==> config.mk <==
export PLATFORM = sky130hd
export DESIGN_NAME = register_file_sb
export DESIGN_NICKNAME = d
export VERILOG_FILES = /design/src/rtl/register_file_sb_pkg.sv /design/src/rtl/register_scoreboard.sv /design/src/rtl/register_file_sb.sv
export SDC_FILE = /design/constraint.sdc
export NUM_CORES = 1
export LEC_CHECK = 0
export BUFFER_PORTS_ARGS = -buffer_cell sky130_fd_sc_hd__buf_2
export CORE_ASPECT_RATIO = 1.2
export CORE_MARGIN = 2
export CORE_UTILIZATION = 35
export DETAILED_ROUTE_END_ITERATION = 12
export HOLD_SLACK_MARGIN = 0.12
export PLACE_DENSITY_LB_ADDON = 0.1
export SLEW_MARGIN = 20
export SYNTH_ARGS = -nofsm -noshare
export SYNTH_HDL_FRONTEND = slang
export SYNTH_HIERARCHICAL = 1
export SYNTH_SLANG_ARGS = --single-unit
==> constraint.sdc <==
create_clock -name clk -period 8.32 [get_ports clk]
set_clock_uncertainty 0.05 [all_clocks]
set_input_delay 1.248 -clock clk [delete_from_list [all_inputs] [get_ports clk]]
set_output_delay 1.248 -clock clk [all_outputs]
set_load 0.005 [all_outputs]
==> src/rtl/register_file_sb_pkg.sv <==
// Shared types and limits for the scoreboarded register file.
package register_file_sb_pkg;

  localparam int unsigned NUM_READ_MAX = 4;

  typedef enum logic {
    CLEAR = 1'b0,
    READY = 1'b1
  } state_t;

endpackage

==> src/rtl/register_scoreboard.sv <==
// Busy bit per register: set marks a pending producer, clear on writeback;
// set wins over clear and register 0 is never busy.
module register_scoreboard
  import register_file_sb_pkg::*;
#(
  parameter int unsigned ADDR_WIDTH = 5,
  parameter int unsigned NUM_READ   = 2
) (
  input  logic                           clk,
  input  logic                           rst_n,
  input  logic                           i_set,
  input  logic [ADDR_WIDTH-1:0]          i_set_addr,
  input  logic                           i_clr,
  input  logic [ADDR_WIDTH-1:0]          i_clr_addr,
  input  logic [NUM_READ*ADDR_WIDTH-1:0] i_rs,
  output logic [NUM_READ-1:0]            o_busy_c
);

  localparam int unsigned DEPTH = 2**ADDR_WIDTH;

  logic [DEPTH-1:0] r_busy;
  logic [DEPTH-1:0] w_busy_nxt;

  // Clear applied first so a same-cycle set overrides it.
  always_comb begin
    w_busy_nxt = r_busy;
    if (i_clr) w_busy_nxt[i_clr_addr] = 1'b0;
    if (i_set) w_busy_nxt[i_set_addr] = 1'b1;
    w_busy_nxt[0] = 1'b0;
  end

  always_ff @(posedge clk or negedge rst_n) begin
    if (!rst_n) r_busy <= '0;
    else        r_busy <= w_busy_nxt;
  end

  for (genvar gi = 0; gi < int'(NUM_READ); gi++) begin : g_port
    assign o_busy_c[gi] = r_busy[i_rs[gi*ADDR_WIDTH +: ADDR_WIDTH]];
  end

endmodule

==> src/rtl/register_file_sb.sv <==
// Register file with post-reset clear sequencer, x0 hardwired to zero and a
// busy scoreboard. Optional write-to-read forwarding: REGISTER_FILE_SB_BYPASS_EN.
module register_file_sb
  import register_file_sb_pkg::*;
#(
  parameter int unsigned ADDR_WIDTH = 5,
  parameter int unsigned WIDTH      = 32,
  parameter int unsigned NUM_READ   = 2
) (
  input  logic                           clk,
  input  logic                           rst_n,
  input  logic [NUM_READ*ADDR_WIDTH-1:0] rs,
  output logic [NUM_READ*WIDTH-1:0]      rd_data,
  output logic [NUM_READ-1:0]            rs_busy,
  input  logic [ADDR_WIDTH-1:0]          rd,
  input  logic [WIDTH-1:0]               rd_wd,
  input  logic                           rd_we,
  input  logic                           busy_set,
  input  logic [ADDR_WIDTH-1:0]          busy_rd,
  output logic                           ready
);

  localparam int unsigned DEPTH = 2**ADDR_WIDTH;

  if ((NUM_READ < 1) || (NUM_READ > NUM_READ_MAX)) begin : g_bad_num_read
    $fatal(1, "register_file_sb: NUM_READ must be within 1..4");
  end

  state_t                r_state;
  state_t                w_state_nxt;
  logic [ADDR_WIDTH-1:0] r_clr_cnt;
  logic [ADDR_WIDTH-1:0] w_clr_cnt_nxt;
  logic                  r_ready;
  logic                  w_mem_we;
  logic [ADDR_WIDTH-1:0] w_mem_addr;
  logic [WIDTH-1:0]      w_mem_wd;
  logic [WIDTH-1:0]      r_mem [DEPTH];
  logic [NUM_READ-1:0]   w_sb_busy_c;

  always_ff @(posedge clk or negedge rst_n) begin
    if (!rst_n) begin
      r_state   <= CLEAR;
      r_clr_cnt <= '0;
      r_ready   <= 1'b0;
    end else begin
      r_state   <= w_state_nxt;
      r_clr_cnt <= w_clr_cnt_nxt;
      r_ready   <= (w_state_nxt == READY);
    end
  end

  // CLEAR sweeps every entry to zero; the last sweep edge enters READY.
  always_comb begin
    w_state_nxt   = r_state;
    w_clr_cnt_nxt = r_clr_cnt;
    w_mem_we      = 1'b0;
    w_mem_addr    = rd;
    w_mem_wd      = rd_wd;
    case (r_state)
      CLEAR: begin
        w_mem_we      = 1'b1;
        w_mem_addr    = r_clr_cnt;
        w_mem_wd      = '0;
        w_clr_cnt_nxt = r_clr_cnt + ADDR_WIDTH'(1);
        if (&r_clr_cnt) w_state_nxt = READY;
      end
      READY: begin
        w_mem_we = rd_we && (rd != '0);
      end
      default: begin
        w_state_nxt = CLEAR;
      end
    endcase
  end

  always_ff @(posedge clk) begin
    if (w_mem_we) r_mem[w_mem_addr] <= w_mem_wd;
  end

  register_scoreboard #(
    .ADDR_WIDTH (ADDR_WIDTH),
    .NUM_READ   (NUM_READ)
  ) u_scoreboard (
    .clk        (clk),
    .rst_n      (rst_n),
    .i_set      (r_ready && busy_set),
    .i_set_addr (busy_rd),
    .i_clr      (r_ready && rd_we),
    .i_clr_addr (rd),
    .i_rs       (rs),
    .o_busy_c   (w_sb_busy_c)
  );

  for (genvar gi = 0; gi < int'(NUM_READ); gi++) begin : g_rd
    logic [ADDR_WIDTH-1:0] w_addr;
    logic                  w_hit;

    assign w_addr = rs[gi*ADDR_WIDTH +: ADDR_WIDTH];
`ifdef REGISTER_FILE_SB_BYPASS_EN
    assign w_hit  = r_ready && rd_we && (rd != '0) && (rd == w_addr);
`else
    assign w_hit  = 1'b0;
`endif

    assign rd_data[gi*WIDTH +: WIDTH] = (!r_ready || (w_addr == '0)) ? '0 :
                                        w_hit ? rd_wd : r_mem[w_addr];
    assign rs_busy[gi] = r_ready && (w_addr != '0) && !w_hit && w_sb_busy_c[gi];
  end

  assign ready = r_ready;

endmodule

==> flow_summary.json <==
{
  "rsz0062_at_grt": "no",
  "finalSetupTns_ns": 0,
  "ioPinCount": 123,
  "grt_overflow": 0,
  "final_nets": 3217,
  "syn_area_mm2": 0.0499,
  "cts_tree": "built",
  "finalSetupViolCount": 0,
  "worstPathArrival_ns": 4.60,
  "area_growth_pct": 13.5,
  "die_y_um": 417,
  "p_per_area_mw_per_mm2": 214,
  "netlist.area_leader.share_pct": 61.7,
  "clk_path_buf_depth": 3,
  "yosys.area.top_type": "edfxtp_1",
  "cts_resized": 0,
  "max_freq_ghz": 0.170,
  "cp_max_fo": 31,
  "synth_xor_area_share_pct": 0.0527,
  "hold_violations": 0,
  "dp_hpwl_um": 105000,
  "period_share_pct": 70.9,
  "synth_area_per_cell_um2": 16.3,
  "maxCapViolations": 0,
  "synthCells": 3054,
  "grt_pass1_wl_um": 257000,
  "leakagePower_nw": 19.3,
  "synth_fa_ha_area_share_pct": 0.0502,
  "pre_cts_ws_ns": 2.52,
  "min_path_type": "flop to flop",
  "synth_compound_area_share_pct": 7.03,
  "synth_area_leaders": "edfxtp_1 62%, mux2i_1 12%, mux4_2 10%, a22oi_1 4.9%, dfrtp_1 1.9%",
  "die_w_um": 349,
  "first_global_vias": 32500,
  "async_flop_share_pct": 3.49,
  "synthSimpleGateAreaFrac_pct": 4.59,
  "core_mm2": 0.141,
  "grt_max_degree": 120,
  "cts_buffers": 114,
  "pwr-share-comb_pct": 9.0,
  "finalMaxSlewViolations": 0,
  "internal_power_mw": 9.17,
  "num_antenna_cells": 0,
  "cts_hold_buf": 0,
  "p_sw_mw": 2.94,
  "gp_congestion": 0.818,
  "status": "finished clean",
  "synth_edf_count": 1024,
  "drt_iter0_markers": 3861,
  "ys_types": 51,
  "synth_mux_area_share_pct": 22.4,
  "pwr-share-clk_pct": 42.2,
  "drive_gt1_share_pct": 22.0,
  "wl_per_cell_um": 36.7,
  "cts_setup_buffers": 0,
  "ys_seq_area_share_pct": 63.5,
  "p_sw_share_pct": 24.3,
  "cts_root_buf": "clkbuf_16",
  "synth-warning-count": 6,
  "path_clk_slew_ns": 0.06,
  "worstPathRequired_ns": 7.02,
  "max_slew_margin_pct": 20.8,
  "period_needed_ns": 5.90,
  "synth_top_family_by_area": "multiplexers",
  "via_per_inst": 6.27,
  "irDropWorstVdd_mv": 0.152,
  "track_usage_pct": 25.3,
  "clk_latency_ns": 0.73,
  "vias": 31900,
  "startpoint_type": "flop",
  "critPathKind": "flop to primary output",
  "cp-end-kind": "primary output",
  "dr.pass1.iters": 7,
  "drc": 0,
  "slowest_stage": "dfrtp_2",
  "worst_slew_pin_slew_ns": 1.19,
  "syn_nets": 3112,
  "timing.final.ws_setup_ns": 2.42,
  "routed_wl_um": 187000,
  "grt_antenna_before_repair": 2,
  "start_util_pct": 35.3,
  "crit_path_cell_trace": "nand3b_1 > nor2_4 > buf_4 > a22oi_1 > nand4_1 > buf_2",
  "ys_ff_latch": 1061,
  "seqPwrFrac_pct": 48.8,
  "crit_path_max_incr_delay_ns": 0.89,
  "rows": 151,
  "ant_nets": 0,
  "clock-sinks": 1061,
  "io_buffers": 122,
  "htree_levels": 3,
  "dieArea_mm2": 0.145,
  "synth_flop_cell": "edfxtp_1"
}
==> cell usage after synthesis (5+ instances only) <==
cell	n
mux2i_1	599
dfrtp_1	37
a31oi_1	25
nor2_1	52
a32oi_1	19
nand2_1	44
mux4_2	228
nand3_1	180
nor2b_1	32
and2_1	38
a21oi_1	25
a221o_1	22
buf_4	21
o21ai_0	62
inv_1	5
nand4_1	44
buf_2	123
edfxtp_1	1024
buf_1	5
a22oi_1	323
clkbuf_1	77
nand3b_1	12
==> critical path: cells and delay by family, from the launching register on <==
family,cells,cell delay (ns)
DFF,1,0.89
buffers and inverters,2,0.66
AOI/OAI and AO/OA,1,0.17
and+or+nand+nor,3,2.08
==> worst paths after layout <==
check,from,endpoint,slack (ns),depth (start not counted)
max reg2reg,ready$_DFF_PN0_,r_mem[4][21]$_DFFE_PP_,4.06,6
max,ready$_DFF_PN0_,rd_data[30],2.42,6
min reg2reg,u_scoreboard/r_busy[23]$_DFF_PN0_,u_scoreboard/r_busy[23]$_DFF_PN0_,0.49,2
min,u_scoreboard/r_busy[23]$_DFF_PN0_,u_scoreboard/r_busy[23]$_DFF_PN0_,0.49,2
min in group asynchronous,rst_n,u_scoreboard/r_busy[18]$_DFF_PN0_,0.57,1
max in group asynchronous,rst_n,ready$_DFF_PN0_,7.04,1
==> flip-flops by register name, indices dropped and copies added, names as in the netlist <==
register,flops
u_scoreboard/r_busy,31
r_mem,1024
r_clr_cnt,5
ready,1
==> metal layers <==
metal / up-vias / GRT usage [%] / routed length, um
met5: - / 0 / 0
met3: 276 / 3.96 / 13600
met1: 17200 / 35.3 / 80600
met2: 1602 / 40.5 / 87500
li1: 12900 / - / -
met4: 0 / 7.91 / 5300
==> metrics by stage <==
stage / utilization, % / total power, mW / instance area [um2] / hold WS (ns) / cells
finish: 40.0 / 12.1 / 56600 / 0.487 / 5093
global route: 40.0 / 12.4 / 56600 / 0.518 / 5093
CTS: 40.0 / 12.2 / 56500 / 0.499 / 5090
detailed placement: 37.4 / 7.11 / 52800 / 0.485 / 4876
global placement: 37.4 / 7.09 / 52800 / 0.469 / 4875
floorplan: - / 6.63 / 49900 / 0.431 / 3054
==> cell usage in the layout, fill, tap and decap left out, types with 3 or more instances in the layout <==
cell type,count
a22oi_1,323
a32oi_1,19
nor3b_2,3
clkbuf_1,20
inv_1,5
nor2b_4,6
a21oi_1,25
nand3_1,180
nor2b_1,27
and2_2,23
o21ai_0,62
buf_2,116
nand3b_1,12
and2_1,14
dfrtp_1,36
clkinv_1,20
nand2_1,44
or3b_2,5
nand2b_1,4
mux2_2,4
xnor2_1,3
edfxtp_1,1024
a31oi_1,25
buf_12,4
clkinv_2,35
buf_8,6
buf_4,91
clkbuf_8,5
mux4_2,228
nand4_1,44
clkinvlp_4,6
clkinv_8,3
nor2_4,41
bufinv_16,11
a221o_1,22
nor2_1,13
mux2i_1,599
clkbuf_16,116
==> final cells by class <==
class                   count  area, um2
fillers                 12800      84700
well taps                1836       2300
clock buffers             139       3020
multi-input cells        1755      17400
repair buffers            220       1470
inverters                   7       26.3
clock inverters            75        684
flip-flops and latches   1061      31700
==> kinds of logic (layout without fill, tap and decap cells) <==
kind of cell / after synthesis / count (layout)
xor+xnor: 3 / 3
fa+ha+maj: 2 / 2
buf+inv: 238 / 441
mux: 831 / 831
flops: 1061 / 1061
simple gates: 430 / 430
compound gates: 489 / 489
==> power groups by stage <==
stage | clock, mW | sequential (mW) | combinational [mW]
after global routing | 5.39 | 5.91 | 1.14
final | 5.10 | 5.91 | 1.09
after floorplan | 0 | 6.02 | 0.618
after CTS | 5.19 | 5.91 | 1.08
after detailed placement | 0 | 6.03 | 1.08
after global placement | 0 | 6.02 | 1.07
(Power assumes the default switching activity.)
